**src/rtl/mem_arith_sequencer_if.sv**
```systemverilog
// Bundle between the multi-byte add/subtract sequencer, its controller and the 256x8 data memory.
// Handshake: start is a one-shot request honoured only while idle (no ready/backpressure); busy is
// high while a job runs, done pulses for one cycle at completion, and carry_out is valid from done
// until the next accepted start. The memory side is async read (mem_rdata follows mem_addr) and
// writes on the rising edge when mem_store is high.
interface mem_arith_sequencer_if #(
    parameter int ADDR_W = 8,
    parameter int DATA_W = 8
);
    logic              start;
    logic              op;
    logic [ADDR_W-1:0] base_a;
    logic [ADDR_W-1:0] base_b;
    logic [ADDR_W-1:0] base_d;
    logic [ADDR_W-1:0] len;
    logic [DATA_W-1:0] mem_rdata;
    logic [ADDR_W-1:0] mem_addr;
    logic [DATA_W-1:0] mem_wdata;
    logic              mem_store;
    logic              busy;
    logic              done;
    logic              carry_out;
    logic [2:0]        state_dbg;

    // master = controller plus memory; slave = the sequencer itself
    modport master (
        output start, op, base_a, base_b, base_d, len, mem_rdata,
        input  mem_addr, mem_wdata, mem_store, busy, done, carry_out, state_dbg
    );

    modport slave (
        input  start, op, base_a, base_b, base_d, len, mem_rdata,
        output mem_addr, mem_wdata, mem_store, busy, done, carry_out, state_dbg
    );
endinterface

```
**src/rtl/mem_arith_sequencer.sv**
```systemverilog
// Multi-byte little-endian add/subtract over the data memory: reads A[i], B[i], writes D[i],
// three cycles per byte, rippling carry (or inverted borrow) between bytes.
module mem_arith_sequencer #(
    parameter int ADDR_W = 8,
    parameter int DATA_W = 8
) (
    input logic                  clk,
    input logic                  rst,
    mem_arith_sequencer_if.slave bus
);

    typedef enum logic [2:0] {
        S_IDLE = 3'd0,
        S_RD_A = 3'd1,
        S_RD_B = 3'd2,
        S_WR   = 3'd3,
        S_DONE = 3'd4
    } state_e;

    state_e            state_q, state_d;
    logic [ADDR_W-1:0] idx_q, idx_d;
    logic [ADDR_W-1:0] base_a_q, base_a_d;
    logic [ADDR_W-1:0] base_b_q, base_b_d;
    logic [ADDR_W-1:0] base_d_q, base_d_d;
    logic [ADDR_W-1:0] len_q, len_d;
    logic              op_q, op_d;
    logic              carry_q, carry_d;
    logic              carry_out_q, carry_out_d;
    logic [DATA_W-1:0] a_q, a_d;
    logic [DATA_W-1:0] b_q, b_d;

    logic [DATA_W:0]   sum;
    logic [ADDR_W-1:0] idx_inc;
    logic [ADDR_W-1:0] mem_addr;
    logic [DATA_W-1:0] mem_wdata;
    logic              mem_store;

    always_ff @(posedge clk or posedge rst) begin
        if (rst) begin
            state_q     <= S_IDLE;
            idx_q       <= '0;
            base_a_q    <= '0;
            base_b_q    <= '0;
            base_d_q    <= '0;
            len_q       <= '0;
            op_q        <= 1'b0;
            carry_q     <= 1'b0;
            carry_out_q <= 1'b0;
            a_q         <= '0;
            b_q         <= '0;
        end else begin
            state_q     <= state_d;
            idx_q       <= idx_d;
            base_a_q    <= base_a_d;
            base_b_q    <= base_b_d;
            base_d_q    <= base_d_d;
            len_q       <= len_d;
            op_q        <= op_d;
            carry_q     <= carry_d;
            carry_out_q <= carry_out_d;
            a_q         <= a_d;
            b_q         <= b_d;
        end
    end

    always_comb begin
        state_d     = state_q;
        idx_d       = idx_q;
        base_a_d    = base_a_q;
        base_b_d    = base_b_q;
        base_d_d    = base_d_q;
        len_d       = len_q;
        op_d        = op_q;
        carry_d     = carry_q;
        carry_out_d = carry_out_q;
        a_d         = a_q;
        b_d         = b_q;
        mem_addr    = '0;
        mem_wdata   = '0;
        mem_store   = 1'b0;

        // Subtract is A + ~B + 1, so the carry register starts at op and its final value is no-borrow.
        sum     = {1'b0, a_q} + {1'b0, (op_q ? ~b_q : b_q)} + {{DATA_W{1'b0}}, carry_q};
        idx_inc = idx_q + ADDR_W'(1);

        case (state_q)
            S_IDLE: begin
                if (bus.start) begin
                    op_d     = bus.op;
                    base_a_d = bus.base_a;
                    base_b_d = bus.base_b;
                    base_d_d = bus.base_d;
                    len_d    = bus.len;
                    idx_d    = '0;
                    carry_d  = bus.op;
                    if (bus.len != '0) begin
                        state_d     = S_RD_A;
                        carry_out_d = 1'b0;
                    end else begin
                        state_d     = S_DONE;
                        carry_out_d = bus.op;
                    end
                end
            end
            S_RD_A: begin
                mem_addr = base_a_q + idx_q;
                a_d      = bus.mem_rdata;
                state_d  = S_RD_B;
            end
            S_RD_B: begin
                mem_addr = base_b_q + idx_q;
                b_d      = bus.mem_rdata;
                state_d  = S_WR;
            end
            S_WR: begin
                mem_addr  = base_d_q + idx_q;
                mem_store = 1'b1;
                mem_wdata = sum[DATA_W-1:0];
                carry_d   = sum[DATA_W];
                idx_d     = idx_inc;
                if (idx_inc < len_q) begin
                    state_d = S_RD_A;
                end else begin
                    state_d     = S_DONE;
                    carry_out_d = sum[DATA_W];
                end
            end
            S_DONE: begin
                state_d = S_IDLE;
            end
            default: begin
                state_d = S_IDLE;
            end
        endcase
    end

    assign bus.mem_addr  = mem_addr;
    assign bus.mem_wdata = mem_wdata;
    assign bus.mem_store = mem_store;
    assign bus.busy      = (state_q == S_RD_A) || (state_q == S_RD_B) || (state_q == S_WR);
    assign bus.done      = (state_q == S_DONE);
    assign bus.carry_out = carry_out_q;
    assign bus.state_dbg = state_q;

endmodule
```
**src/flat_wrapper.sv**
```systemverilog
// flat-port wrapper written by rule: the top's interface ports become plain ports
module mem_arith_sequencer_flat 
#(
    parameter int ADDR_W = 8,
    parameter int DATA_W = 8
)
  (clk, rst, bus_start, bus_op, bus_base_a, bus_base_b, bus_base_d, bus_len, bus_mem_rdata, bus_mem_addr, bus_mem_wdata, bus_mem_store, bus_busy, bus_done, bus_carry_out, bus_state_dbg);
  mem_arith_sequencer_if #(.ADDR_W(ADDR_W), .DATA_W(DATA_W)) bus_i ();
  input logic clk;
  input logic rst;
  input wire logic [$bits(bus_i.start)-1:0] bus_start;
  input wire logic [$bits(bus_i.op)-1:0] bus_op;
  input wire logic [$bits(bus_i.base_a)-1:0] bus_base_a;
  input wire logic [$bits(bus_i.base_b)-1:0] bus_base_b;
  input wire logic [$bits(bus_i.base_d)-1:0] bus_base_d;
  input wire logic [$bits(bus_i.len)-1:0] bus_len;
  input wire logic [$bits(bus_i.mem_rdata)-1:0] bus_mem_rdata;
  output wire logic [$bits(bus_i.mem_addr)-1:0] bus_mem_addr;
  output wire logic [$bits(bus_i.mem_wdata)-1:0] bus_mem_wdata;
  output wire logic [$bits(bus_i.mem_store)-1:0] bus_mem_store;
  output wire logic [$bits(bus_i.busy)-1:0] bus_busy;
  output wire logic [$bits(bus_i.done)-1:0] bus_done;
  output wire logic [$bits(bus_i.carry_out)-1:0] bus_carry_out;
  output wire logic [$bits(bus_i.state_dbg)-1:0] bus_state_dbg;
  assign bus_i.start = bus_start;
  assign bus_i.op = bus_op;
  assign bus_i.base_a = bus_base_a;
  assign bus_i.base_b = bus_base_b;
  assign bus_i.base_d = bus_base_d;
  assign bus_i.len = bus_len;
  assign bus_i.mem_rdata = bus_mem_rdata;
  assign bus_mem_addr = bus_i.mem_addr;
  assign bus_mem_wdata = bus_i.mem_wdata;
  assign bus_mem_store = bus_i.mem_store;
  assign bus_busy = bus_i.busy;
  assign bus_done = bus_i.done;
  assign bus_carry_out = bus_i.carry_out;
  assign bus_state_dbg = bus_i.state_dbg;
  mem_arith_sequencer #(.ADDR_W(ADDR_W), .DATA_W(DATA_W)) u_core (.clk(clk), .rst(rst), .bus(bus_i));
endmodule
```
**config.mk**
```make
export PLATFORM = sky130hd
export DESIGN_NAME = mem_arith_sequencer_flat
export DESIGN_NICKNAME = d
export VERILOG_FILES = /design/src/rtl/mem_arith_sequencer_if.sv /design/src/rtl/mem_arith_sequencer.sv /design/src/flat_wrapper.sv
export SDC_FILE = /design/constraint.sdc
export NUM_CORES = 1
export LEC_CHECK = 0
export BUFFER_PORTS_ARGS = -buffer_cell sky130_fd_sc_hd__buf_2
export CORE_ASPECT_RATIO = 1.25
export CORE_MARGIN = 4
export CORE_UTILIZATION = 60
export CTS_CLUSTER_DIAMETER = 40
export CTS_CLUSTER_SIZE = 16
export DETAILED_ROUTE_END_ITERATION = 6
export PLACE_DENSITY = 0.89
export SLEW_MARGIN = 30
export SYNTH_ARGS = -nofsm -noshare
export SYNTH_HDL_FRONTEND = slang
export SYNTH_SLANG_ARGS = --single-unit
```
**constraint.sdc**
```tcl
create_clock -name clk -period 5.88 [get_ports clk]
set_clock_uncertainty 0.15 [all_clocks]
set_input_delay 0.588 -clock clk [delete_from_list [all_inputs] [get_ports clk]]
set_output_delay 0.588 -clock clk [all_outputs]
set_load 0.01 [all_outputs]
```
==> metrics.md, run 1 <==
| Metric | Value |
|---|---|
| Nets | approximately 490 |
| Max VDD drop | 497 uV |
| # H-tree levels | 3 |
| Die W | 78.0 um |
| Clock Latency Late Sink | 350 ps |
| Multi-input combinational cell area | 1970 sq um |
| Residual DRC count | 0 |
| CTS tree | yes |
| Crit Path Class | flip-flop to output port |
| Max Freq | 250 MHz |
| Mapped cell area | about 3700 sq um |
| Vias per cell | 5.60 |
| Global Route Usage Sum | 23.6% |
| Post-CTS sizing | 0 |
| Post-synthesis register bit count | 62 |
| Syn nets | around 420 |
| Hold WC Path Type | input port to flip-flop |
| Setup TNS | 0 ps |
| CTS Hold Bufs | 0 |
| Outcome | completed |
| Post-synth cell types | 53 |
| Hpwl dp | 6060 um |
| Register area share after synthesis | 42.2% |
| Final worst setup slack | around 1900 ps |
| Synth area leaders | dfrtp_1 42%, mux2_2 13%, ha_1 7.5%, o21ai_0 4.0%, xor2_1 3.6% |
| First-pass GRT wire length | 13,400 um |
| DIE HEIGHT | 95.5 um |
| Yosys top cell area share | 42.2% |
| Post-Synth Adder-Cell Area | 9.13% |
| Slew HR | between 40% and 50% |
| Initial Util | 62.7% |
| Clk sinks | 62 |
| Antenna cells | 0 |
| Fin. Hold Viols | 0 |
| Root Buffer | clkbuf_8 |
| Place WS | 2300 ps |
| GRT overflow | 0 |
| Row count | 31 |
| CP required | roughly 5100 ps |
| Post-synth EDFFs | 0 |
| Leakage | between 2 and 2.5 nW |
| Via count | 2,817 |
| Worst EP arrival | 3260 ps |
| Vias in the first global route | ~2,900 |
| Setup Fix Bufs, Post-CTS | 0 |
| Max Root-Sink Buffers | 2 |
| IO Port Bufs | between 60 and 70 |
| Max-slew violation count | 0 |
| Least-Margin Pin Slew | between 800 and 900 ps |
| Startpoint Class | flip-flop |
| Layout cells sized above 1 | 32.5% |
| DR WL/cell | 16.1 um |
| FILL cells | 400 |
| Synth Area in XOR/XNOR | 5.01% |
| WL final | 8100 um |
| Yosys top cell by area | dfrtp_1 |
| Avg Inst Size Synth | 10.4 sq um |
| Top-count cell post-synth | dfrtp_1 |
| Critical Path End Type | output port |
| Crit Path Max Fanout | 17 |
| Num CTS Buffers | 9 |
| Core Footprint | slightly below 6000 sq um |
| IO Pins | 67 |
| Max cap viols | 0 |
| Die area | 7450 sq um |
| FFs w/ async S/R, synth | between 90% and 100% |
| Clk slew on worst S/H paths | 70 ps |
| RSZ-0062 raised after global routing | false |
| Syn-to-layout area delta | 16.0% |
| Multiplexer share of the synthesized area | 15.3% |
| Synth Area in Simple Gates | 13.2% |
| Placer Congestion | between 0.9 and 1 |
| Endpoints failing setup | 0 |
| DRT iter0 DRCs | between 150 and 200 |
| Main combinational cell family by area after synthesis | multiplexers |
| Power per Cell Area | 676 nW/um^2 |
| Top FF cell, synth | dfrtp_1 |
| Fin crit share | 68.0% |
| Sequential cell area | 1550 sq um |
| Synth cell count leaders | 62 x dfrtp_1, 42 x mux2_2, 31 x nand2_1 |
| Ys Warns | 0 |
| Complex-gate fraction of the synthesized area | 10.9% |
| Post-Synthesis Cells | roughly 350 |
| Final Critical Period | 4000 ps |
| Initial antenna violation count | 0 |
| Post-route antenna net violation count | 0 |
| Largest net degree at the start of global routing | 63 |
| First-pass DRT Iterations | 4 |
sequential cells by signal, summed over array words and instances, names as in the netlist:
name,count
u_core.len_q,8
u_core.base_a_q,8
u_core.bus.carry_out,1
u_core.carry_q,1
u_core.a_q,8
u_core.idx_q,8
u_core.base_b_q,8
u_core.b_q,8
u_core.bus.state_dbg,3
u_core.op_q,1
u_core.base_d_q,8
final timing paths:
| check | start | to | slack, ps | cells after the start |
|---|---|---|---|---|
| max | u_core.bus.state_dbg[2]$_DFFE_PP0P_ | bus_mem_addr[6] | 1880 | 11 |
| min | bus_len[5] | u_core.len_q[5]$_DFFE_PP0P_ | 300 | 3 |
| max reg2reg | u_core.idx_q[0]$_DFFE_PP0P_ | u_core.bus.carry_out$_DFFE_PP0P_ | 3020 | 10 |
| min reg2reg | u_core.base_a_q[0]$_DFFE_PP0P_ | u_core.base_a_q[0]$_DFFE_PP0P_ | 360 | 1 |
| max in group asynchronous | rst | u_core.len_q[1]$_DFFE_PP0P_ | 4760 | 3 |
| min in group asynchronous | rst | u_core.base_b_q[3]$_DFFE_PP0P_ | 310 | 3 |
metal layers:
layer,track usage (%),vias to the layer above,part of all wire [%]
met2,42.1,79,53
met5,0,-,0
met4,13.8,0,3.5
met1,26.0,1348,39
met3,5.10,22,4.9
li1,-,1368,-
where the power goes:
part	internal [mW]	total [mW]	switching, mW
combinational	0.802	1.70	0.893
sequential	0.631	0.803	0.171
clock	0.217	0.382	0.165
total	1.65	2.88	1.23
worst max-delay path, cell delays in order, from the launching register on:
cell,delay (ps)
dfrtp_1,480
nand2b_1,450
o21ai_0,300
ha_1,220
inv_1,70
fa_1,380
nor2b_1,160
o21ai_0,130
a21oi_1,280
mux2i_1,230
nand3_1,80
buf_2,140
cell type report:
cell class              instances  share of cell area [%]
clock inverters                 4                    1.06
well taps                      82                    2.41
flip-flops and latches         62                    36.4
repair buffers                 68                    8.57
inverters                      20                    1.76
multi-input cells             255                    46.2
clock buffers                  12                    3.64
cells by family (layout without fill, tap and decap cells):
logic type	count (synthesis)	after routing
flops	62	62
buf+inv	35	104
mux	51	51
fa+ha+maj	25	25
simple gates	97	97
xor+xnor	21	21
compound gates	61	61
cells in the final DEF (no fill, tap or decap), types with 5 or more instances in the layout:
cell type	count
a21oi_1	6
nor2_1	23
nand3_1	5
mux2i_1	9
inv_1	19
clkbuf_8	11
o21ai_0	29
xor2_1	15
or2_2	5
buf_2	66
nor3_1	6
ha_1	22
mux2_2	42
xnor2_1	6
nand2_1	31
dfrtp_1	62
through the flow:
stage          area (sq um)  utilization [%]  hold slack, ps  total power [mW]  cells
2_1_floorplan          3670                -             325              2.04    352
3_3_place_gp           4040             68.9             339              2.38    486
3_5_place_dp           4060             69.4             345              2.49    487
4_1_cts                4260             72.8             300              2.88    503
5_1_grt                4260             72.8             305              3.13    503
6_report               4260             72.8             300              2.88    503
(Power assumes the default switching activity.)
==> inputs of run 2 (changes only) <==
Settings changed: ABC_AREA set to 1, CORE_UTILIZATION 60 to 56, PLACE_DENSITY 0.89 to 0.84.
Clock period 5.88 ns to 4.1 ns, I/O delays scaled along.
==> metrics.md, run 2 <==
| Metric | Value |
|---|---|
| Clk slew on worst S/H paths | 70 ps |
| Reg2reg end | u_core.bus.state_dbg[0]$_DFFE_PP0P_ |
| Avg Inst Size Synth | 7.72 sq um |
| Final Critical Period | 3630 ps |
| Fin. Hold Viols | 4 |
| RSZ-0062 raised after global routing | false |
| Power per Cell Area | 1000 nW/um^2 |
| Largest net degree at the start of global routing | 46 |
| Global Route Usage Sum | 23.6% |
| Logic pwr share | 57.8% |
| Top-count cell post-synth | nand2_1 |
| Synth cell count leaders | 152 x nand2_1, 62 x dfrtp_1, 53 x inv_1 |
| Hpwl dp | between 6000 and 7000 um |
| FFs w/ async S/R, synth | between 90% and 100% |
| Syn nets | roughly 540 |
| Max-slew violation count | 0 |
| Crit Path Class | flip-flop to output port |
| FILL cells | approximately 540 |
| DR WL/cell | 13.8 um |
| Worst R2R Start | u_core.idx_q[0]$_DFFE_PP0P_ |
| Antenna cells | 0 |
| Initial Util | 58.4% |
| Worst Setup EP | bus_mem_addr[6] |
| Max VDD drop | 549 uV |
| Sequential cell area | 1550 sq um |
| Yosys top cell area share | between 40% and 50% |
| # H-tree levels | 3 |
| First-pass DRT Iterations | 5 |
| GRT overflow | 0 |
| Multi-input combinational cell area | 1810 sq um |
| Yosys top cell by area | dfrtp_1 |
| Crit-path cells | inv_2 -> nand2_2 -> nor2_4 -> inv_2 -> o22ai_1 -> nor2_1 -> ha_1 -> inv_1 -> fa_1 -> nor3_1 -> nor3_1 -> nor3_1 -> buf_2 |
| Clock Power Share | 16.0% |
| Slew HR | 57.3% |
| Hold WC Path Type | input port to asynchronous set/reset pin |
| Top FF cell, synth | dfrtp_1 |
| CTS Hold Bufs | 0 |
| Worst path max stage delay | 480 ps |
| Critical Path Most Common Cell | nor3_1 |
| Max Root-Sink Buffers | 2 |
| IO Pins | 67 |
| Power, Total | 4.29 mW |
| Max Freq | between 200 and 300 MHz |
| Num CTS Buffers | 9 |
| Clock Latency Late Sink | 350 ps |
| Critical Path End Type | output port |
| Endpoints failing setup | 0 |
| Final std cells w/o fill | 632 |
| CP required | 3540 ps |
| Clk sinks | 62 |
| Worst hold slack | -5.63 ps |
| WL final | 8710 um |
| R2R cell count | 12 |
| DRT iter0 DRCs | between 150 and 200 |
| Residual DRC count | 0 |
| R2R Setup Slk | 1730 ps |
| Final instance area | 4290 sq um |
| Max cap viols | 0 |
| Most frequent cells in the layout | 152 x nand2_1, 66 x buf_2, 62 x dfrtp_1 |
| Post-CTS sizing | 0 |
| First-pass GRT wire length | ~15,000 um |
| Vias in the first global route | 3,409 |
| Die W | roughly 80 um |
| Slowest cell on the critical path | dfrtp_1 |
| Fin crit share | slightly below 90% |
| Setup Fix Bufs, Post-CTS | 0 |
| Synth area leaders | dfrtp_1 42%, nand2_1 16%, ha_1 7.5%, inv_1 5.4%, o21ai_0 5.0% |
| Outcome | finished with violations |
| Place WS | between 900 and 1000 ps |
| Post-synth EDFFs | 0 |
| Int Power | around 2.3 mW |
| Register area share after synthesis | about 42% |
| Placed Cells incl. Taps | a little over 600 |
| Failing checks | negative hold slack |
| Syn-to-layout area delta | 16.8% |
| Mapped cell area | ~3700 sq um |
| Worst EP arrival | 3070 ps |
| Startpoint Class | flip-flop |
| Ys Warns | 0 |
| Post-route antenna net violation count | 0 |
| DIE HEIGHT | about 100 um |
| Layout cells sized above 1 | 18.1% |
| IO Port Bufs | 66 |
| Seq pwr share | 26.1% |
| Row count | 32 |
| Setup TNS | 0 ps |
| CP Launch Point | u_core.bus.state_dbg[2]$_DFFE_PP0P_ |
| Root Buffer | clkbuf_8 |
| Net Switching | 2.03 mW |
| Nets | 611 |
| CTS tree | yes |
| Leakage | roughly 2.4 nW |
| Via count | 3,362 |
| Final worst setup slack | 474 ps |
| Post-synth cell types | 30 |
| Placer Congestion | 0.908 |
| Sw Share | 47.4% |
| Initial antenna violation count | 0 |
| Post-synthesis register bit count | a little over 60 |
| DP Area | 4030 sq um |
| Commonest non-fill, non-tap cell in the layout | nand2_1 |
| Die area | 7920 sq um |
| Vias per cell | 5.32 |
| Core Footprint | roughly 6300 sq um |
| Least-Margin Pin Slew | 640 ps |
| Crit Path Max Fanout | 18 |
| Post-Synthesis Cells | 475 |
run 2: changes by cell type in the layout (fill, tap and decap cells not counted), sizes merged, moves of 10 or more:
cell | previous run | this run
a21oi | 6 | 28
nor2 | 25 | 42
nand2 | 31 | 154
mux2 | 42 | 0
inv | 20 | 58
o21ai | 29 | 39
nand3 | 5 | 19
run 2: per-layer routing:
layer	up-vias	track usage, %	wire length, um	part of all wire [%]
met1	1578	28.5	3590	41
li1	1647	-	-	-
met3	24	4.84	572	6.6
met5	-	0	0	0
met2	113	39.2	4280	49
met4	0	12.1	263	3.0
run 2: worst min path at each step:
| stage | startpoint | to | slack [ps] | cells after the start |
|---|---|---|---|---|
| after global placement | u_core.base_a_q[4]$_DFFE_PP0P_ | u_core.base_a_q[4]$_DFFE_PP0P_ | 310 | 2 |
| final | rst | u_core.base_b_q[5]$_DFFE_PP0P_ | -6 | 2 |
| after floorplan | u_core.base_a_q[7]$_DFFE_PP0P_ | u_core.base_a_q[7]$_DFFE_PP0P_ | 290 | 2 |
| after global routing | rst | u_core.base_a_q[5]$_DFFE_PP0P_ | 60 | 2 |
| after CTS | rst | u_core.base_b_q[5]$_DFFE_PP0P_ | 10 | 2 |
| after detailed placement | u_core.base_b_q[4]$_DFFE_PP0P_ | u_core.base_b_q[4]$_DFFE_PP0P_ | 310 | 2 |
run 2: area by class of cell:
cell class,instances,share of cell area (%)
repair buffers,68,8.06
clock buffers,11,3.53
clock inverters,5,2.45
inverters,58,5.08
flip-flops and latches,62,36.2
multi-input cells,343,42.2
well taps,85,2.48
run 2: critical path, delay by kind of cell, from the launching register on:
kind                       cells  cell delay, ps
adders and majority gates      2             610
buffers and inverters          4             590
and+or+nand+nor                6             930
DFF                            1             480
AOI/OAI and AO/OA              1             110
run 2: power by group through the flow:
stage | registers [mW] | logic, mW | clock network (mW)
3_3_place_gp | 1.11 | 2.33 | 0
6_report | 1.12 | 2.48 | 0.687
5_1_grt | 1.15 | 2.81 | 0.717
4_1_cts | 1.12 | 2.47 | 0.690
2_1_floorplan | 1.06 | 1.85 | 0
3_5_place_dp | 1.12 | 2.43 | 0
run 2: per-stage QoR:
stage,hold WS (ps),utilization (%)
floorplan,292,-
global placement,307,64.1
detailed placement,309,64.1
CTS,13.8,68.2
global route,59.8,68.2
finish,-5.63,68.2
run 2: cells by family after synthesis:
| group | after synthesis | share of synthesized area, % |
|---|---|---|
| simple gates | 223 | 25.2 |
| compound gates | 82 | 11.9 |
| buf+inv | 70 | 8.39 |
| flops | 62 | 42.3 |
| fa+ha+maj | 25 | 9.14 |
| xor+xnor | 13 | 3.10 |
==> inputs of run 3 (changes only) <==
Settings changed: CORE_UTILIZATION 56 to 50, PLACE_DENSITY 0.84 to 0.77, SLEW_MARGIN 30 to 10.
==> metrics.md, run 3 (synthesized netlist as in run 2, its figures left out) <==
| Metric | Value |
|---|---|
| Die area | between 8000 and 9000 sq um |
| Worst EP arrival | 3060 ps |
| Power per Cell Area | 968 nW/um^2 |
| RSZ-0062 raised after global routing | false |
| Slew HR | about 40% |
| Layout cells sized above 1 | 17.9% |
| Via count | 3,292 |
| Fin. Hold Viols | 17 |
| Setup TNS | 0 ps |
| Max layer used | met4 |
| Place WS | 903 ps |
| Worst hold slack | -15.3 ps |
| Post-route antenna net violation count | 0 |
| Clk sinks | 62 |
| Least-Margin Pin Slew | 902 ps |
| Worst R2R Start | u_core.bus.state_dbg[0]$_DFFE_PP0P_ |
| Power, Total | 4.10 mW |
| Commonest non-fill, non-tap cell in the layout | nand2_1 |
| GRT overflow | 0 |
| First-pass GRT wire length | 14,300 um |
| DIE HEIGHT | 104 um |
| # H-tree levels | 3 |
| Max cap viols | 0 |
| Residual DRC count | 0 |
| Failing checks | negative hold slack |
| Wire length on met1 | 3610 um |
| FILL cells | 663 |
| Vias per cell | 5.18 |
| R2R Setup Slk | between 1500 and 2000 ps |
| Final Critical Period | about 3600 ps |
| Row count | 34 |
| Root Buffer | clkbuf_8 |
| CP required | around 3500 ps |
| Max VDD drop | 383 uV |
| Final worst setup slack | 479 ps |
| Num CTS Buffers | 9 |
| Placer Congestion | 0.920 |
| Crit Path Class | flip-flop to output port |
| Max Root-Sink Buffers | 2 |
| Clk slew on worst S/H paths | 80 ps |
| First-pass DRT Iterations | 5 |
| Initial Util | 51.9% |
| IO Port Bufs | 66 |
| Critical Path End Type | output port |
| Antenna cells | 0 |
| Global Route Usage Sum | 20.2% |
| Routed wl met3 | 615 um |
| Hpwl dp | between 6000 and 7000 um |
| R2R cell count | 8 |
| DR WL met2 | between 4000 and 5000 um |
| Die W | 84.6 um |
| DRT iter0 DRCs | 149 |
| Reg2reg end | u_core.bus.carry_out$_DFFE_PP0P_ |
| Startpoint Class | flip-flop |
| Initial antenna violation count | 0 |
| Endpoints failing setup | 0 |
| IO Pins | 67 |
| Fin crit share | 88.3% |
| Core Footprint | 7060 sq um |
| Crit Path Max Fanout | 18 |
| Outcome | finished with violations |
| Clock Latency Late Sink | 350 ps |
| Syn-to-layout area delta | 15.4% |
| CTS tree | yes |
| Post-CTS sizing | 0 |
| Largest net degree at the start of global routing | 47 |
| CTS Hold Bufs | 0 |
| Leakage | 2.35 nW |
| Most frequent cells in the layout | 152 x nand2_1, 66 x buf_2, 62 x dfrtp_1 |
| Hold WC Path Type | input port to asynchronous set/reset pin |
| Max-slew violation count | 0 |
| Vias in the first global route | between 3,000 and 4,000 |
| DR WL/cell | between 10 and 15 um |
| Max Freq | roughly 280 MHz |
| Nets | 610 |
| Setup Fix Bufs, Post-CTS | 0 |
| WL final | 8550 um |
==> run 3: routing by layer <==
layer	vias to the layer above	global-route usage, %
met1	1515	25.6
li1	1650	-
met4	0	10.5
met3	25	4.05
met5	-	0
met2	102	32.4
==> run 3: stage by stage <==
stage | cell area, sq um | std cells | utilization (%)
final | 4230 | 636 | 59.9
after global routing | 4230 | 636 | 59.9
after CTS | 4230 | 636 | 59.9
after detailed placement | 4030 | 620 | 57.1
after global placement | 4030 | 620 | 57.1
after floorplan | 3670 | 475 | -
==> run 3: layout make-up <==
type / count / area, sq um / share of cell area, %
inverter: 58 / 218 / 5.14
tap: 90 / 113 / 2.66
multi-input combinational: 343 / 1810 / 42.7
timing repair buffer: 67 / 338 / 7.98
sequential: 62 / 1550 / 36.7
clock buffer: 9 / 124 / 2.93
clock inverter: 7 / 80.1 / 1.89
==> run 3: worst max-delay path by stage <==
| stage | cells past startpoint | slack, ps | from | endpoint |
|---|---|---|---|---|
| after CTS | 13 | 520 | u_core.bus.state_dbg[2]$_DFFE_PP0P_ | bus_mem_addr[6] |
| after global routing | 12 | 230 | u_core.bus.state_dbg[2]$_DFFE_PP0P_ | bus_mem_addr[6] |
| after global placement | 13 | 1030 | u_core.bus.state_dbg[2]$_DFFE_PP0P_ | bus_mem_addr[6] |
| after detailed placement | 13 | 900 | u_core.bus.state_dbg[2]$_DFFE_PP0P_ | bus_mem_addr[6] |
| final | 13 | 480 | u_core.bus.state_dbg[2]$_DFFE_PP0P_ | bus_mem_addr[6] |
| after floorplan | 13 | 1170 | u_core.bus.state_dbg[2]$_DFFE_PP0P_ | bus_mem_addr[6] |
==> run 3: worst max-delay path, stage by stage, from the launching register on <==
cell and delay, ps:
dfrtp_1 490, inv_2 100, nand2_2 140, nor2_4 120
inv_2 260, o22ai_1 110, nor2_1 140, ha_1 180
inv_1 50, fa_1 410, nor3_1 290, nor3_1 90
nor3_1 160, buf_2 150
==> run 3: power by group <==
part | internal (mW) | leakage (nW) | switching (mW)
logic | 0.906 | 1.48 | 1.51
registers | 0.901 | 0.777 | 0.215
clock network | 0.288 | 0.0968 | 0.276
total | 2.09 | 2.35 | 2.00
